`config.mk`:
```
export PLATFORM = sky130hd
export DESIGN_NAME = mem_if_axi_bridge_flat
export DESIGN_NICKNAME = d
export VERILOG_FILES = /design/src/rtl/mem_if_axi_bridge_if.sv /design/src/rtl/mem_if_axi_bridge.sv /design/src/flat_wrapper.sv
export SDC_FILE = /design/constraint.sdc
export NUM_CORES = 1
export LEC_CHECK = 0
export CAP_MARGIN = 15
export CORE_UTILIZATION = 35
export CTS_CLUSTER_SIZE = 16
export DETAILED_ROUTE_END_ITERATION = 16
export PLACE_DENSITY = 0.75
export SETUP_SLACK_MARGIN = 0.2
export SLEW_MARGIN = 20
export SYNTH_ARGS = -nofsm -noshare
export SYNTH_HDL_FRONTEND = slang
export SYNTH_SLANG_ARGS = --single-unit
```
`constraint.sdc`:
```
create_clock -name clk -period 1.65 [get_ports clk]
set_input_delay 0.33 -clock clk [delete_from_list [all_inputs] [get_ports clk]]
set_output_delay 0.33 -clock clk [all_outputs]
set_load 0.005 [all_outputs]
```
`src/rtl/mem_if_axi_bridge_if.sv`:
```
// rtl/mem_if_axi_bridge_if.sv - cpu_mem AXI4 single-beat bus between the bridge and the crossbar
interface mem_if_axi_bridge_if #(
    parameter int ADDR_WIDTH = 32,
    parameter int DATA_WIDTH = 32
);
    logic [ADDR_WIDTH-1:0]   araddr;
    logic                    arvalid;
    logic                    arready;
    logic [2:0]              arsize;
    logic [1:0]              arburst;
    logic [7:0]              arlen;
    logic [DATA_WIDTH-1:0]   rdata;
    logic                    rvalid;
    logic                    rlast;
    logic                    rready;
    logic [ADDR_WIDTH-1:0]   awaddr;
    logic                    awvalid;
    logic                    awready;
    logic [2:0]              awsize;
    logic [1:0]              awburst;
    logic [7:0]              awlen;
    logic [DATA_WIDTH-1:0]   wdata;
    logic [DATA_WIDTH/8-1:0] wstrb;
    logic                    wvalid;
    logic                    wlast;
    logic                    wready;
    logic                    bvalid;
    logic                    bready;

    modport master (
        output araddr, arvalid, arsize, arburst, arlen,
        input  arready,
        input  rdata, rvalid, rlast,
        output rready,
        output awaddr, awvalid, awsize, awburst, awlen,
        input  awready,
        output wdata, wstrb, wvalid, wlast,
        input  wready,
        input  bvalid,
        output bready
    );

    modport slave (
        input  araddr, arvalid, arsize, arburst, arlen,
        output arready,
        output rdata, rvalid, rlast,
        input  rready,
        input  awaddr, awvalid, awsize, awburst, awlen,
        output awready,
        input  wdata, wstrb, wvalid, wlast,
        output wready,
        output bvalid,
        input  bready
    );
endinterface

```
`src/rtl/mem_if_axi_bridge.sv`:
```
// rtl/mem_if_axi_bridge.sv - CPU load/store port to single-beat AXI4 master, one transaction outstanding
module mem_if_axi_bridge #(
    parameter int ADDR_WIDTH = 32,
    parameter int DATA_WIDTH = 32
) (
    input  logic                    clk,
    input  logic                    rst_n,
    input  logic [ADDR_WIDTH-1:0]   Address,
    input  logic                    MemWrite,
    input  logic                    MemRead,
    input  logic [DATA_WIDTH-1:0]   Write_data,
    input  logic [DATA_WIDTH/8-1:0] Write_strb,
    output logic                    Mem_Req_Ready,
    output logic [DATA_WIDTH-1:0]   Read_data,
    output logic                    Read_data_Valid,
    input  logic                    Read_data_Ready,
    mem_if_axi_bridge_if.master     cpu_mem
);
    typedef enum logic [2:0] {
        IDLE,
        RD_AR,
        RD_R,
        RD_RET,
        WR_REQ,
        WR_B
    } state_t;

    // Bus addresses are word aligned; byte selection travels on wstrb.
    localparam logic [ADDR_WIDTH-1:0] WORD_MASK = {{(ADDR_WIDTH-2){1'b1}}, 2'b00};

    state_t                  state;
    state_t                  state_next;
    logic [ADDR_WIDTH-1:0]   addr_q;
    logic [DATA_WIDTH-1:0]   wdata_q;
    logic [DATA_WIDTH/8-1:0] strb_q;
    logic [DATA_WIDTH-1:0]   read_data_q;
    logic                    req_ready_q;
    logic                    aw_done;
    logic                    w_done;
    logic                    beat_seen;
    logic                    accept;

    // req_ready_q is only ever high in IDLE, so it doubles as the state qualifier.
    assign accept = (MemRead | MemWrite) & req_ready_q;

    // State register; reset aborts any transaction in flight.
    always_ff @(posedge clk or negedge rst_n) begin
        if (!rst_n) begin
            state <= IDLE;
        end else begin
            state <= state_next;
        end
    end

    // Next-state logic; a simultaneous read and write request is taken as a write.
    always_comb begin
        state_next = state;
        case (state)
            IDLE:    if (accept) state_next = MemWrite ? WR_REQ : RD_AR;
            RD_AR:   if (cpu_mem.arready) state_next = RD_R;
            RD_R:    if (cpu_mem.rvalid && cpu_mem.rlast) state_next = RD_RET;
            RD_RET:  if (Read_data_Ready) state_next = IDLE;
            WR_REQ:  if ((aw_done || cpu_mem.awready) && (w_done || cpu_mem.wready)) state_next = WR_B;
            WR_B:    if (cpu_mem.bvalid) state_next = IDLE;
            default: state_next = IDLE;
        endcase
    end

    // Request latch, per-channel write completion flags and first-beat read capture.
    always_ff @(posedge clk or negedge rst_n) begin
        if (!rst_n) begin
            req_ready_q <= 1'b0;
            addr_q      <= '0;
            wdata_q     <= '0;
            strb_q      <= '0;
            read_data_q <= '0;
            aw_done     <= 1'b0;
            w_done      <= 1'b0;
            beat_seen   <= 1'b0;
        end else begin
            req_ready_q <= (state_next == IDLE);
            if (state == IDLE && accept) begin
                addr_q    <= Address;
                wdata_q   <= Write_data;
                strb_q    <= Write_strb;
                aw_done   <= 1'b0;
                w_done    <= 1'b0;
                beat_seen <= 1'b0;
            end
            if (state == WR_REQ) begin
                if (cpu_mem.awready) aw_done <= 1'b1;
                if (cpu_mem.wready)  w_done  <= 1'b1;
            end
            if (state == RD_R && cpu_mem.rvalid && !beat_seen) begin
                read_data_q <= cpu_mem.rdata;
                beat_seen   <= 1'b1;
            end
        end
    end

    // Handshake outputs decode straight from registered state, never from AXI inputs.
    assign Mem_Req_Ready    = req_ready_q;
    assign Read_data        = read_data_q;
    assign Read_data_Valid  = (state == RD_RET);

    assign cpu_mem.araddr   = addr_q & WORD_MASK;
    assign cpu_mem.arvalid  = (state == RD_AR);
    assign cpu_mem.arsize   = 3'b010;
    assign cpu_mem.arburst  = 2'b01;
    assign cpu_mem.arlen    = 8'd0;
    assign cpu_mem.rready   = (state == RD_R);

    assign cpu_mem.awaddr   = addr_q & WORD_MASK;
    assign cpu_mem.awvalid  = (state == WR_REQ) && !aw_done;
    assign cpu_mem.awsize   = 3'b010;
    assign cpu_mem.awburst  = 2'b01;
    assign cpu_mem.awlen    = 8'd0;
    assign cpu_mem.wdata    = wdata_q;
    assign cpu_mem.wstrb    = strb_q;
    assign cpu_mem.wvalid   = (state == WR_REQ) && !w_done;
    assign cpu_mem.wlast    = 1'b1;
    assign cpu_mem.bready   = (state == WR_B);
endmodule
```
`src/flat_wrapper.sv`:
```
// flat-port wrapper written by rule: the top's interface ports become plain ports
module mem_if_axi_bridge_flat 
#(
    parameter int ADDR_WIDTH = 32,
    parameter int DATA_WIDTH = 32
)
  (clk, rst_n, Address, MemWrite, MemRead, Write_data, Write_strb, Mem_Req_Ready, Read_data, Read_data_Valid, Read_data_Ready, cpu_mem_araddr, cpu_mem_arvalid, cpu_mem_arsize, cpu_mem_arburst, cpu_mem_arlen, cpu_mem_arready, cpu_mem_rdata, cpu_mem_rvalid, cpu_mem_rlast, cpu_mem_rready, cpu_mem_awaddr, cpu_mem_awvalid, cpu_mem_awsize, cpu_mem_awburst, cpu_mem_awlen, cpu_mem_awready, cpu_mem_wdata, cpu_mem_wstrb, cpu_mem_wvalid, cpu_mem_wlast, cpu_mem_wready, cpu_mem_bvalid, cpu_mem_bready);
  mem_if_axi_bridge_if #(.ADDR_WIDTH(ADDR_WIDTH), .DATA_WIDTH(DATA_WIDTH)) cpu_mem_i ();
  input  logic clk;
  input  logic rst_n;
  input  logic [ADDR_WIDTH-1:0] Address;
  input  logic MemWrite;
  input  logic MemRead;
  input  logic [DATA_WIDTH-1:0] Write_data;
  input  logic [DATA_WIDTH/8-1:0] Write_strb;
  output logic Mem_Req_Ready;
  output logic [DATA_WIDTH-1:0] Read_data;
  output logic Read_data_Valid;
  input  logic Read_data_Ready;
  output wire logic [$bits(cpu_mem_i.araddr)-1:0] cpu_mem_araddr;
  output wire logic [$bits(cpu_mem_i.arvalid)-1:0] cpu_mem_arvalid;
  output wire logic [$bits(cpu_mem_i.arsize)-1:0] cpu_mem_arsize;
  output wire logic [$bits(cpu_mem_i.arburst)-1:0] cpu_mem_arburst;
  output wire logic [$bits(cpu_mem_i.arlen)-1:0] cpu_mem_arlen;
  input wire logic [$bits(cpu_mem_i.arready)-1:0] cpu_mem_arready;
  input wire logic [$bits(cpu_mem_i.rdata)-1:0] cpu_mem_rdata;
  input wire logic [$bits(cpu_mem_i.rvalid)-1:0] cpu_mem_rvalid;
  input wire logic [$bits(cpu_mem_i.rlast)-1:0] cpu_mem_rlast;
  output wire logic [$bits(cpu_mem_i.rready)-1:0] cpu_mem_rready;
  output wire logic [$bits(cpu_mem_i.awaddr)-1:0] cpu_mem_awaddr;
  output wire logic [$bits(cpu_mem_i.awvalid)-1:0] cpu_mem_awvalid;
  output wire logic [$bits(cpu_mem_i.awsize)-1:0] cpu_mem_awsize;
  output wire logic [$bits(cpu_mem_i.awburst)-1:0] cpu_mem_awburst;
  output wire logic [$bits(cpu_mem_i.awlen)-1:0] cpu_mem_awlen;
  input wire logic [$bits(cpu_mem_i.awready)-1:0] cpu_mem_awready;
  output wire logic [$bits(cpu_mem_i.wdata)-1:0] cpu_mem_wdata;
  output wire logic [$bits(cpu_mem_i.wstrb)-1:0] cpu_mem_wstrb;
  output wire logic [$bits(cpu_mem_i.wvalid)-1:0] cpu_mem_wvalid;
  output wire logic [$bits(cpu_mem_i.wlast)-1:0] cpu_mem_wlast;
  input wire logic [$bits(cpu_mem_i.wready)-1:0] cpu_mem_wready;
  input wire logic [$bits(cpu_mem_i.bvalid)-1:0] cpu_mem_bvalid;
  output wire logic [$bits(cpu_mem_i.bready)-1:0] cpu_mem_bready;
  assign cpu_mem_araddr = cpu_mem_i.araddr;
  assign cpu_mem_arvalid = cpu_mem_i.arvalid;
  assign cpu_mem_arsize = cpu_mem_i.arsize;
  assign cpu_mem_arburst = cpu_mem_i.arburst;
  assign cpu_mem_arlen = cpu_mem_i.arlen;
  assign cpu_mem_i.arready = cpu_mem_arready;
  assign cpu_mem_i.rdata = cpu_mem_rdata;
  assign cpu_mem_i.rvalid = cpu_mem_rvalid;
  assign cpu_mem_i.rlast = cpu_mem_rlast;
  assign cpu_mem_rready = cpu_mem_i.rready;
  assign cpu_mem_awaddr = cpu_mem_i.awaddr;
  assign cpu_mem_awvalid = cpu_mem_i.awvalid;
  assign cpu_mem_awsize = cpu_mem_i.awsize;
  assign cpu_mem_awburst = cpu_mem_i.awburst;
  assign cpu_mem_awlen = cpu_mem_i.awlen;
  assign cpu_mem_i.awready = cpu_mem_awready;
  assign cpu_mem_wdata = cpu_mem_i.wdata;
  assign cpu_mem_wstrb = cpu_mem_i.wstrb;
  assign cpu_mem_wvalid = cpu_mem_i.wvalid;
  assign cpu_mem_wlast = cpu_mem_i.wlast;
  assign cpu_mem_i.wready = cpu_mem_wready;
  assign cpu_mem_i.bvalid = cpu_mem_bvalid;
  assign cpu_mem_bready = cpu_mem_i.bready;
  mem_if_axi_bridge #(.ADDR_WIDTH(ADDR_WIDTH), .DATA_WIDTH(DATA_WIDTH)) u_core (.clk(clk), .rst_n(rst_n), .Address(Address), .MemWrite(MemWrite), .MemRead(MemRead), .Write_data(Write_data), .Write_strb(Write_strb), .Mem_Req_Ready(Mem_Req_Ready), .Read_data(Read_data), .Read_data_Valid(Read_data_Valid), .Read_data_Ready(Read_data_Ready), .cpu_mem(cpu_mem_i));
endmodule
```
After elaboration in Yosys (flattened, before gate mapping) --
Cells that the tools add are included.
Cells by class: add/sub/neg operators 0, $mul 0, div/mod/pow operators 0, magnitude comparators 0, equal/unequal tests 5, shifts and indexed selects 0, mux-type cells 16, bitwise logic cells 2, reduce and logical (&&, ||, !) cells 15
Operators by type and width (count):
- $mux 3 | 7
- $pmux 3 s6 | 1
- $mux 1 | 8
- $logic_and 1x1->1 | 7
- $eq 3x2->1 const B | 2
- $eq 3x3->1 const B | 2
- $logic_not 3->1 | 2
- $eq 3x1->1 const B | 1
- $logic_not 1->1 | 3
- $logic_or 1x1->1 | 2
- $reduce_bool 2->1 | 1
- $and 1x1->1 | 1
- $or 1x1->1 | 1
Word-level totals: register bits 107, latch bits 0, memory bits (writable) 0, ROM bits 0, bits of input ports 111, output and inout bits 166, memories kept 0

Logic depth before layout (Yosys ltp) --
Gate-level depths: netlist (run 1).
word-level depth 6, depth in mapped cells 7, mapped depth without buffers 4

Worst setup path after synthesis (run 1) --
Ideal clock, no wire load.
path kind register to register, from reg u_core.state[0], to reg u_core.read_data_q[10], in the netlist u_core.Read_data[10], setup time 0.125 ns, arrival 1.464 ns, setup slack 0.061 ns, stages on the path, launching flop included 7, buffers on the path 2, cell sequence dfrtp_1 -> buf_6 -> nor3b_4 -> nand2_2 -> nor2_8 -> buf_12 -> mux2_4
On the way: longest elaborated chain between the ends 3
RTL lines:
- start, declared | line mem_if_axi_bridge.sv:31 | state_t state;
- start signal, assigned | line mem_if_axi_bridge.sv:51 | state <= state_next;
- $eq 3x2->1
- named net cpu_mem_rready | line flat_wrapper.sv:29 | output wire logic [$bits(cpu_mem_i.rready)-1:0] cpu_mem_rready;
- $logic_and 1x1->1 (2 in a row) | line mem_if_axi_bridge.sv:94 | if (state == RD_R && cpu_mem.rvalid && !beat_seen) begin
- end signal, assigned | line mem_if_axi_bridge.sv:95 | read_data_q <= cpu_mem.rdata;
- end, declared | line mem_if_axi_bridge.sv:36 | logic [DATA_WIDTH-1:0] read_data_q;
The timed path passes the listed nets, and every way through them passes these cells. A chain may end at the register's enable or synchronous reset.

Final worst setup path (run 1) --
from reg u_core.state[0], to out cpu_mem_awvalid
On the way: longest elaborated chain between the ends 2
RTL lines:
- $eq 3x3->1 | line mem_if_axi_bridge.sv:114 | assign cpu_mem.awvalid = (state == WR_REQ) && !aw_done;
- $logic_and 1x1->1 | line mem_if_axi_bridge.sv:114
- end, declared | line flat_wrapper.sv:31 | output wire logic [$bits(cpu_mem_i.awvalid)-1:0] cpu_mem_awvalid;
Every way passes these cells.

==> Flow_metrics.wiki, run 1 <==
{| class="wikitable"
! Metric !! Value
|-
| Drt first-iter violations || 133
|-
| GRT Util Overall || 0.193
|-
| Number of H-tree branching levels || 3
|-
| Async set-reset flop share out of synthesis || 1.00
|-
| Area of the core region || 13200 um2
|-
| Number of global-route vias before repair || 4056
|-
| Final count of pins violating max slew || 0
|-
| Number of hold violations in the final report || 0
|-
| Total global routing overflow || 0
|-
| End of the worst register-to-register path || u_core.w_done
|-
| Leading area contributor after synthesis || sky130_fd_sc_hd__dfrtp_1
|-
| Global-route wire length before repair || 21000 um
|-
| Maximum resistive drop on vdd || 0.000890 V
|-
| Boundary Pins || 277
|-
| Per-cell routed wire length || 18.1 um
|-
| Via count || 4227
|-
| Initial cell density of the core || 0.358
|-
| Result of the run || finished, violations left
|-
| DR vias/cell || 4.62
|-
| Deepest clock path buffer count || 2
|-
| Ratio of cells with drive above 1 in the final layout || 0.405
|-
| Max Cap Violations || 0
|-
| CTS tree || done
|-
| Yosys warning count || 0
|-
| Crit Path Max Fanout || 3
|-
| Height of the die || 118 um
|-
| Row Count || 42
|-
| Synthesized area divided by synthesized cell count || 10.5 um2
|-
| CP Data Arrival Time || 1.41 ns
|-
| Worst-skew pair later-pin latency || 0.36 ns
|-
| Sort of element at the end of the critical path || output port
|-
| Synth Flop Type || sky130_fd_sc_hd__dfrtp_1
|-
| Sequential element share of the synthesized area || 0.554
|-
| Category of the critical setup timing path || reg -> out
|-
| RSZ-0062 raised after global routing || yes
|-
| Final period utilization || 1.05
|-
| Critical Path Start || u_core.state[0]
|-
| Worst hold slack || 0.434 ns
|-
| Static leakage || 4.63 nW
|-
| Top post-synthesis cells by area || sky130_fd_sc_hd__dfrtp_1 55%, sky130_fd_sc_hd__nand2_1 16%, sky130_fd_sc_hd__buf_4 9.8%
|-
| Layout overhead on the synthesized area || 85.6%
|-
| Endpoint of the most critical setup path || cpu_mem_awvalid
|-
| Worst clock skew || 0.00773 ns
|-
| Hold Crit Class || in -> async
|-
| Remaining design rule violation count || 0
|-
| Total of endpoints with negative setup slack in the final report || 100
|-
| EDFF count, synth || 0
|-
| Worst flop-to-flop path startpoint || u_core.state[1]
|-
| Die Footprint || 14000 um2
|-
| Power density over the cells || 1640 nW/um2
|-
| Number of antenna violations at the first check in global routing || 0
|-
| Achievable frequency || 0.576 GHz
|-
| Die X || 118 um
|-
| Crit path required time || 1.32 ns
|-
| Post-layout power || 0.0145 W
|-
| Failing checks || negative setup slack
|-
| # port buffers || 243
|-
| Min Clock Period, post-route || 1.74 ns
|-
| Ant. Diodes || 0
|-
| Clock transition at the register clock pins on the worst setup and hold paths after CTS || 0.08 ns
|-
| Num CTS Buffers || 9
|-
| Maximum number of pins on one net before global-route repair || 46
|-
| Number of iterations in the first detailed-routing pass || 4
|-
| R2r worst-path depth || 6
|-
| Synth cell types || 32
|-
| Estimated wirelength of the detail-placed design || 9110 um
|-
| Total of flip-flops plus latches after synthesis || 105
|-
| Setup WS post-layout || -0.0861 ns
|-
| Total clock sinks || 105
|-
| Root buffer cell || sky130_fd_sc_hd__clkbuf_16
|-
| Worst R2R Setup Slack || -0.05 ns
|-
| GP Congestion || 0.858
|-
| Post-synthesis instance area || 4740 um2
|-
| Routed wire length || 16600 um
|-
| Detail Route Antenna Nets || 0
|-
| Nets || 844
|-
| Filler Cell Count || 998
|-
| Count of mapped cells out of synthesis || 451
|-
| Type of origin of the critical path || flop
|-
| Portion of synthesized cell area occupied by the leading cell type || 0.554
|}
[through the flow]
stage	std cells	setup TNS, ns	instance area [um2]	worst slack, ns	util
5_1_grt	914	-8.48	8810	-0.131	0.665
6_report	914	-2.40	8810	-0.0861	0.665
4_1_cts	887	-2.12	7640	-0.0896	0.577
2_1_floorplan	480	0	4860	0.0613	-
3_5_place_dp	836	-0.866	7090	-0.142	0.535
3_3_place_gp	836	-0.488	7090	-0.126	0.535
[synth_stat cells (2+ instances only)]
library cell	n
sky130_fd_sc_hd__a21oi_1	2
sky130_fd_sc_hd__nor2_1	5
sky130_fd_sc_hd__a22o_1	2
sky130_fd_sc_hd__buf_4	62
sky130_fd_sc_hd__o21a_1	2
sky130_fd_sc_hd__buf_6	7
sky130_fd_sc_hd__conb_1	2
sky130_fd_sc_hd__mux2_2	3
sky130_fd_sc_hd__nand2_1	201
sky130_fd_sc_hd__buf_2	3
sky130_fd_sc_hd__o22ai_1	2
sky130_fd_sc_hd__clkbuf_1	5
sky130_fd_sc_hd__mux2_4	29
sky130_fd_sc_hd__nand2b_1	2
sky130_fd_sc_hd__buf_12	3
sky130_fd_sc_hd__dfrtp_1	105
[report_power, final]
group          switching (W)  internal [W]  total, W
registers           0.000840       0.00378   0.00462
clock network        0.00101       0.00135   0.00236
logic                0.00311       0.00437   0.00748
[metal layers]
layer  global-route usage  part of all wire  routed length, um  vias up
li1                     -                 -                  -     1900
met5                    0                 0                  0        -
met3               0.0468             0.066               1100       28
met4               0.0886             0.021                350        0
met1                0.231              0.39               6430     2115
met2                0.329              0.52               8680      184
[timing repair]
item | 4_1_cts | 5_1_grt
hold buffers | 1 | 0
hold endpoints to repair | 27 | 0
setup buffers | 31 | 7
resized for setup | 187 | 229
cloned | 3 | 20
pin swaps | 8 | 143
setup endpoints to repair | 237 | 113
[layout by cell type (no fill, tap or decap), drive strengths merged, types with 2 or more instances in the layout]
master / n
a21oi: 2
a22o: 2
buf: 69
bufinv: 2
clkbuf: 30
clkdlybuf4s15: 10
clkdlybuf4s50: 107
clkinv: 2
conb: 31
dfrtp: 105
dlygate4sd2: 112
inv: 3
mux2: 32
nand2: 202
nand2b: 2
nor2: 6
nor3b: 2
o21a: 2
o21ai: 3
o22ai: 2
[cells by family after synthesis]
group | share of synthesized area
DFF | 0.554
and+or+nand+nor | 0.191
buffers and inverters | 0.135
muxes | 0.101
other | 0.00158
AOI/OAI and AO/OA | 0.0169
[critical path: stages (launching register included)]
cell and delay [ns]:
sky130_fd_sc_hd__dfrtp_1 0.39, sky130_fd_sc_hd__or3b_4 0.43, sky130_fd_sc_hd__nor2_2 0.12, sky130_fd_sc_hd__buf_2 0.12
[state kept, by name (all words and copies together) (netlist names)]
name and cells:
u_core.aw_done 1, u_core.Read_data 32, u_core.cpu_mem.wstrb 4, u_core.addr_q 30, u_core.beat_seen 1, u_core.state 3
u_core.Mem_Req_Ready 1, u_core.w_done 1, u_core.cpu_mem.wdata 32
[worst min path at each step]
stage          startpoint              endpoint  slack, ns
2_1_floorplan       rst_n  u_core.Mem_Req_Ready       0.03
3_3_place_gp        rst_n  u_core.Read_data[16]       0.28
3_5_place_dp        rst_n  u_core.Read_data[16]       0.29
4_1_cts             rst_n  u_core.Read_data[16]       0.45
5_1_grt             rst_n  u_core.Read_data[16]       0.47
6_report            rst_n  u_core.Read_data[21]       0.43
[area by class of cell]
cell class / instances / area, um2 / share of cell area
multi-input cells: 296 / 2300 / 0.261
inverters: 1 / 3.75 / 0.000426
well taps: 176 / 220 / 0.0250
clock inverters: 7 / 101 / 0.0115
clock buffers: 9 / 225 / 0.0256
flip-flops and latches: 105 / 2630 / 0.298
repair buffers: 320 / 3330 / 0.378
No activity file was read; power rests on OpenSTA's default activity.
==> run 2: changes to the inputs <==
- GPL_TIMING_DRIVEN: default -> 0
- clock period: 1.65 -> 1.85 ns (I/O delays scaled with it)
==> run 2 against run 1 <==
  * The flow still finishes with violations (negative setup slack)
  * Cell area fell by 4.5%
  * Global-route usage is essentially flat
  * Worst hold slack better by 0.042 ns
  * Clock power fell by 18%
  * Cell count rose by 4.6%
  * Sequential power fell by 12%
  * Critical path type unchanged
  * Critical endpoint unchanged
  * Highest routed layer unchanged
==> Flow_metrics.wiki, run 2 (synthesis gave the netlist of run 1 again) <==
{| class="wikitable"
! Metric !! Value
|-
| Remaining design rule violation count || 0 (unchanged)
|-
| Crit path required time || 1.48 ns (+0.16 ns)
|-
| Power density over the cells || 1440 nW/um2 (-12%)
|-
| Met2 global-route usage || 0.354 (+0.0254)
|-
| Net Sw Power || 0.00363 W (-27%)
|-
| Slowest stage cell, crit path || sky130_fd_sc_hd__or3b_4
|-
| Highest-count cells in the layout ignoring fill and taps || 201 x sky130_fd_sc_hd__nand2_1, 184 x sky130_fd_sc_hd__clkdlybuf4s50_1, 104 x sky130_fd_sc_hd__dfrtp_1
|-
| Category of the critical setup timing path || reg -> out
|-
| Worst path top cell family by delay || simple AND/OR/NAND/NOR gates
|-
| Number of H-tree branching levels || 3 (unchanged)
|-
| Total clock sinks || 105 (unchanged)
|-
| Cell Chain, Critical Path || buf_6, or3b_4, nor2_1, buf_2
|-
| Row Count || 42 (unchanged)
|-
| Failing checks || negative setup slack
|-
| # port buffers || 243 (unchanged)
|-
| Hold Crit Class || reg -> reg
|-
| Num CTS Buffers || 9 (unchanged)
|-
| Global-route wire length before repair || 21300 um (+1.4%)
|-
| Setup WS post-layout || -0.00498 ns (+0.0811 ns)
|-
| DR vias/cell || 4.26 (-8.0%)
|-
| Global-route met3 utilization || 0.0550 (+0.00820)
|-
| Design internal power || 0.00849 W (-11%)
|-
| Maximum resistive drop on vdd || 0.000943 V (+6.0%)
|-
| Static leakage || 4.40 nW (-4.9%)
|-
| Total of endpoints with negative setup slack in the final report || 1 (-99%)
|-
| Proportion of power drawn by the clock network || 0.160 (-0.003)
|-
| Fraction of met1 tracks used by global routing || 0.218 (-0.0129)
|-
| Final count of pins violating max slew || 0 (unchanged)
|-
| Via count || 4069 (-3.7%)
|-
| Deepest clock path buffer count || 2 (unchanged)
|-
| Min Clock Period, post-route || 1.85 ns
|-
| Routed wire length || 13800 um (-17%)
|-
| Measured slew at the worst slew-check pin || 0.544 ns
|-
| Number of antenna violations at the first check in global routing || 0 (unchanged)
|-
| Worst-skew pair later-pin latency || 0.35 ns (about the same)
|-
| CTS tree || done
|-
| Cell area after placement || 7530 um2 (+6.3%)
|-
| Ant. Diodes || 0 (unchanged)
|-
| Max-slew headroom || 0.637
|-
| Sequential fraction of design power || 0.336 (+0.017)
|-
| Nets || 886 (+5.0%)
|-
| RSZ-0062 raised after global routing || yes
|-
| Number of hold violations in the final report || 0 (unchanged)
|-
| Final Instance Area || 8410 um2 (-4.5%)
|-
| Crit Path Max Fanout || 3 (unchanged)
|-
| Global route hottest layer || met2
|-
| Fraction of power spent switching nets || 0.300 (-0.0437)
|-
| Per-cell routed wire length || 14.4 um (-20%)
|-
| Clock transition at the register clock pins on the worst setup and hold paths after CTS || 0.07 ns (about the same)
|-
| Number of iterations in the first detailed-routing pass || 4 (unchanged)
|-
| GP Congestion || 0.796 (-7.2%)
|-
| Max incr delay on CP || 0.40 ns (-0.03 ns)
|-
| GRT Util Overall || 0.193 (about the same)
|-
| Number of global-route vias before repair || 4170 (+2.8%)
|-
| Root buffer cell || sky130_fd_sc_hd__clkbuf_16
|-
| Achievable frequency || 0.539 GHz
|-
| Leading cell type in the layout, fill and taps excluded || sky130_fd_sc_hd__nand2_1
|-
| Drt first-iter violations || 166 (+25%)
|-
| Detail Route Antenna Nets || 0 (unchanged)
|-
| CP Data Arrival Time || 1.48 ns (+0.07 ns)
|-
| Die X || 118 um (unchanged)
|-
| Result of the run || finished, violations left
|-
| Setup TNS || -0.00498 ns (+2.40 ns)
|-
| Initial cell density of the core || 0.358 (unchanged)
|-
| Layout overhead on the synthesized area || 77.3%
|-
| Worst clock skew || 0.00423 ns (-0.00350 ns)
|-
| Maximum number of pins on one net before global-route repair || 58 (+26%)
|-
| Final period utilization || 1.00
|-
| Estimated wirelength of the detail-placed design || 9980 um (+9.5%)
|-
| Max Cap Violations || 0 (unchanged)
|-
| Total global routing overflow || 0 (unchanged)
|-
| Area of the core region || 13200 um2 (unchanged)
|-
| Die Footprint || 14000 um2 (unchanged)
|-
| Boundary Pins || 277 (unchanged)
|-
| Portion of total power attributed to combinational logic || 0.505 (-0.013)
|-
| Height of the die || 118 um (unchanged)
|-
| Type of origin of the critical path || flop
|-
| Worst path bufs/invs || 2 (+1)
|-
| Sort of element at the end of the critical path || output port
|-
| Ratio of cells with drive above 1 in the final layout || 0.235 (-0.171)
|}
## run 2: metal layers
metal	part of all wire	vias up
li1	-	1965
met1	0.39	1937
met2	0.54	152
met3	0.055	15
met4	0.016	0
met5	0	-
## run 2: worst paths after layout
| check | slack, ns | endpoint | startpoint | depth (start not counted) |
|---|---|---|---|---|
| worst max-delay path | -0.005 | cpu_mem_awvalid | u_core.state[0] | 4 |
| worst min-delay path | 0.48 | u_core.cpu_mem.wdata[4] | u_core.cpu_mem.wdata[4] | 2 |
| worst max register to register | 0.05 | u_core.Read_data[20] | u_core.state[2] | 8 |
| worst min register to register | 0.48 | u_core.cpu_mem.wdata[4] | u_core.cpu_mem.wdata[4] | 2 |
| max in group asynchronous | 0.64 | u_core.state[2] | rst_n | 3 |
| min in group asynchronous | 0.56 | u_core.Read_data[19] | rst_n | 2 |
## run 2: area by class of cell
| class | instances | area [um2] |
|---|---|---|
| clock inverters | 6 | 66.3 |
| clock buffers | 10 | 239 |
| repair buffers | 284 | 2940 |
| well taps | 176 | 220 |
| flip-flops and latches | 105 | 2630 |
| inverters | 1 | 3.75 |
| multi-input cells | 294 | 1620 |
| plain buffers | 80 | 693 |
| fillers | 1058 | 4830 |
## run 2: power by group through the flow
| stage | clock (W) | sequential, W | combinational (W) |
|---|---|---|---|
| 5_1_grt | 0.00207 | 0.00419 | 0.00660 |
| 6_report | 0.00194 | 0.00407 | 0.00612 |
| 4_1_cts | 0.00200 | 0.00407 | 0.00594 |
| 3_5_place_dp | 0 | 0.00412 | 0.00575 |
| 2_1_floorplan | 0 | 0.00411 | 0.00229 |
| 3_3_place_gp | 0 | 0.00407 | 0.00562 |
## run 2: timing repair
| action | 4_1_cts | 5_1_grt |
|---|---|---|
| setup buffers | 22 | 9 |
| setup endpoints to repair | 81 | 126 |
| hold endpoints to repair | 9 | 0 |
| pin swaps | 4 | 5 |
| hold buffers | 1 | 0 |
| gates cloned | 4 | 4 |
| gates resized for setup | 85 | 34 |
## run 2: per-stage QoR
step	power (W)	hold WS [ns]	worst slack, ns	instances	utilization
6_report	0.0121	0.477	-0.00498	956	0.635
5_1_grt	0.0129	0.501	-0.0452	956	0.635
4_1_cts	0.0120	0.480	-0.0354	943	0.616
3_5_place_dp	0.00987	0.377	-0.174	900	0.569
3_3_place_gp	0.00969	0.458	-3.52	899	0.567
2_1_floorplan	0.00640	0.0744	0.261	480	-
## run 2: worst register-to-register path: stages, from the launching register on
cell                      delay [ns]
sky130_fd_sc_hd__dfrtp_2        0.43
sky130_fd_sc_hd__buf_6          0.13
sky130_fd_sc_hd__nor3b_4        0.20
sky130_fd_sc_hd__nand2_2        0.12
sky130_fd_sc_hd__nor2_8         0.17
sky130_fd_sc_hd__buf_6          0.14
sky130_fd_sc_hd__buf_6          0.10
sky130_fd_sc_hd__buf_12         0.11
sky130_fd_sc_hd__mux2_4         0.30
==> run 3: changes to the inputs <==
- clock period: 1.85 -> 2.22 ns (I/O delays scaled with it)
==> run 3 against run 2 <==
  * The run now ends clean
  * Clock power shrank 17%
  * Global-route usage shrank 0.94 points
  * Critical path type unchanged
  * Cell count shrank 3.9%
  * Cell area shrank 6.6%
  * Sequential share of layout area grew 2.2 points
  * Highest routed layer unchanged
  * Die area is the same
  * Via count shrank 4.3%
  * Setup slack gained 0.28 ns
==> Flow_metrics.wiki, run 3 (synthesis gave the netlist of run 1 again) <==
{| class="wikitable"
! Metric !! Value
|-
| Final period utilization || 0.875
|-
| Net Sw Power || 0.00290 W (-20%)
|-
| Number of H-tree branching levels || 3 (unchanged)
|-
| Min Clock Period, post-route || 1.94 ns
|-
| Crit Path Max Fanout || 10 (+7)
|-
| Fraction of power spent switching nets || 0.296 (-0.00373)
|-
| Maximum resistive drop on vdd || 0.000822 V (-13%)
|-
| Endpoint of the most critical setup path || cpu_mem_awvalid
|-
| CTS tree || done
|-
| DR vias/cell || 4.24 (-0.40%)
|-
| Worst-skew pair later-pin latency || 0.35 ns (about the same)
|-
| Design internal power || 0.00690 W (-19%)
|-
| Power density over the cells || 1250 nW/um2 (-13%)
|-
| Ant. Diodes || 0 (unchanged)
|-
| Crit path required time || 1.78 ns (+0.30 ns)
|-
| End of the worst register-to-register path || u_core.addr_q[23]
|-
| Static leakage || 3.83 nW (-13%)
|-
| Worst R2R Setup Slack || 0.38 ns (+0.33 ns)
|-
| Height of the die || 118 um (unchanged)
|-
| Row Count || 42 (unchanged)
|-
| Per-cell routed wire length || 13.9 um (-3.4%)
|-
| CP Data Arrival Time || 1.50 ns (+0.02 ns)
|-
| Deepest clock path buffer count || 2 (unchanged)
|-
| Critical Path Start || u_core.state[1]
|-
| Proportion of power drawn by the clock network || 0.164 (+0.004)
|-
| Measured slew at the worst slew-check pin || 0.546 ns (+0.00249 ns)
|-
| Via count || 3896 (-4.3%)
|-
| Final count of pins violating max slew || 0 (unchanged)
|-
| Highest-count cells in the layout ignoring fill and taps || 236 x sky130_fd_sc_hd__clkdlybuf4s50_1, 201 x sky130_fd_sc_hd__nand2_1, 104 x sky130_fd_sc_hd__dfrtp_1
|-
| Worst setup slack after placement || 0.122 ns (+0.296 ns)
|-
| Leading cell type in the layout, fill and taps excluded || sky130_fd_sc_hd__clkdlybuf4s50_1
|-
| Max Cap Violations || 0 (unchanged)
|-
| Initial cell density of the core || 0.358 (unchanged)
|-
| Hold Crit Class || in -> async
|-
| GRT Util Overall || 0.184 (-0.00944)
|-
| Ratio of cells with drive above 1 in the final layout || 0.187 (-0.0475)
|-
| Number of hold violations in the final report || 0 (unchanged)
|-
| Detail Route Antenna Nets || 0 (unchanged)
|-
| Portion of total power attributed to combinational logic || 0.489 (-0.016)
|-
| Max-slew headroom || 0.636 (-0.00166)
|-
| Total of endpoints with negative setup slack in the final report || 0 (-1)
|-
| Sort of element at the end of the critical path || output port
|-
| Sequential fraction of design power || 0.346 (+0.010)
|-
| Type of origin of the critical path || flop
|-
| Result of the run || completed
|-
| Post-Layout Cell Count || 919 (-3.9%)
|-
| Boundary Pins || 277 (unchanged)
|-
| Cell area after placement || 7530 um2 (unchanged)
|-
| Routed wire length || 12800 um (-7.1%)
|-
| Die Footprint || 14000 um2 (unchanged)
|-
| Maximum number of pins on one net before global-route repair || 58 (unchanged)
|-
| Number of placed instances, taps included || 900 (unchanged)
|-
| Number of global-route vias before repair || 3948 (-5.3%)
|-
| Setup WS post-layout || 0.277 ns (+0.282 ns)
|-
| Drt first-iter violations || 127 (-23%)
|-
| RSZ-0062 raised after global routing || no
|-
| Achievable frequency || 0.515 GHz
|-
| Global route hottest layer || met2
|-
| Worst flop-to-flop path startpoint || u_core.state[2]
|-
| Num CTS Buffers || 9 (unchanged)
|-
| Root buffer cell || sky130_fd_sc_hd__clkbuf_16
|-
| Setup TNS || 0 ns (+0.00498 ns)
|-
| Nets || 849 (-4.2%)
|-
| Total global routing overflow || 0 (unchanged)
|-
| Clock transition at the register clock pins on the worst setup and hold paths after CTS || 0.07 ns (about the same)
|-
| Final Instance Area || 7860 um2 (-6.6%)
|-
| Fraction of met1 tracks used by global routing || 0.209 (-0.00904)
|-
| Number of antenna violations at the first check in global routing || 0 (unchanged)
|-
| Total clock sinks || 105 (unchanged)
|-
| Worst clock skew || 0.00521 ns (+0.000972 ns)
|-
| GP Congestion || 0.796 (unchanged)
|-
| Die X || 118 um (unchanged)
|-
| Number of iterations in the first detailed-routing pass || 4 (unchanged)
|-
| Global-route met3 utilization || 0.0555 (+0.000483)
|-
| Area of the core region || 13200 um2 (unchanged)
|-
| Category of the critical setup timing path || reg -> out
|-
| Met2 global-route usage || 0.335 (-0.0199)
|-
| R2r worst-path depth || 8 (unchanged)
|-
| Remaining design rule violation count || 0 (unchanged)
|-
| Global-route wire length before repair || 20200 um (-5.0%)
|-
| Estimated wirelength of the detail-placed design || 9980 um (unchanged)
|-
| # port buffers || 243 (unchanged)
|-
| Layout overhead on the synthesized area || 65.6%
|-
| Post-layout power || 0.00980 W (-19%)
|}
## run 3: cell types whose count changed in the layout (fill, tap and decap cells not counted), moves of 11 or more
cell / change
sky130_fd_sc_hd__buf_4: -17
sky130_fd_sc_hd__buf_6: -11
sky130_fd_sc_hd__clkdlybuf4s50_1: +52
sky130_fd_sc_hd__dlygate4sd2_1: -34
sky130_fd_sc_hd__dlymetal6s2s_1: -16
## run 3: critical path, cell delays in order (launching register included)
cell and delay [ns]:
sky130_fd_sc_hd__dfrtp_1 0.37, sky130_fd_sc_hd__buf_6 0.14, sky130_fd_sc_hd__or3b_4 0.41, sky130_fd_sc_hd__nor2_1 0.10, sky130_fd_sc_hd__buf_2 0.13
## run 3: per-layer routing
layer,up-vias,part of all wire
li1,1893,-
met1,1844,0.39
met2,147,0.53
met3,12,0.057
met4,0,0.015
met5,-,0
## run 3: final cells by class
class	count	area, um2
tap	176	220
sequential	105	2630
timing repair buffer	247	2470
clock inverter	6	66.3
buffer	80	638
fill	1094	5390
inverter	1	3.75
clock buffer	10	239
multi-input combinational	294	1590
## run 3: worst min path at each step
stage / depth (start not counted) / slack [ns] / endpoint / startpoint
finish: 1 / 0.05 / u_core.Read_data[19] / rst_n
global route: 1 / 0.08 / u_core.Read_data[14] / rst_n
CTS: 1 / 0.07 / u_core.Read_data[19] / rst_n
detailed placement: 1 / 0.45 / u_core.Read_data[12] / rst_n
global placement: 2 / 0.46 / u_core.cpu_mem.wdata[8] / u_core.cpu_mem.wdata[8]
floorplan: 0 / 0.15 / u_core.Mem_Req_Ready / rst_n
## run 3: power groups by stage
stage                     registers [W]  clock network, W  logic (W)
after floorplan                 0.00342                 0    0.00191
after CTS                       0.00340           0.00166    0.00486
after global placement          0.00339                 0    0.00468
after detailed placement        0.00343                 0    0.00479
final                           0.00339           0.00161    0.00479
after global routing            0.00349           0.00172    0.00517
## run 3: stage by stage
step | utilization | hold slack, ns
CTS | 0.593 | 0.0698
global route | 0.593 | 0.0828
finish | 0.593 | 0.0542
global placement | 0.567 | 0.458
detailed placement | 0.569 | 0.451
floorplan | - | 0.148
## run 3: what timing repair did
action / CTS / global route
hold buffers: 0 / 0
buffers inserted: 3 / 0
endpoints found under the hold margin: 0 / 0
resized for setup: 11 / 4
setup endpoints to repair: 6 / 2
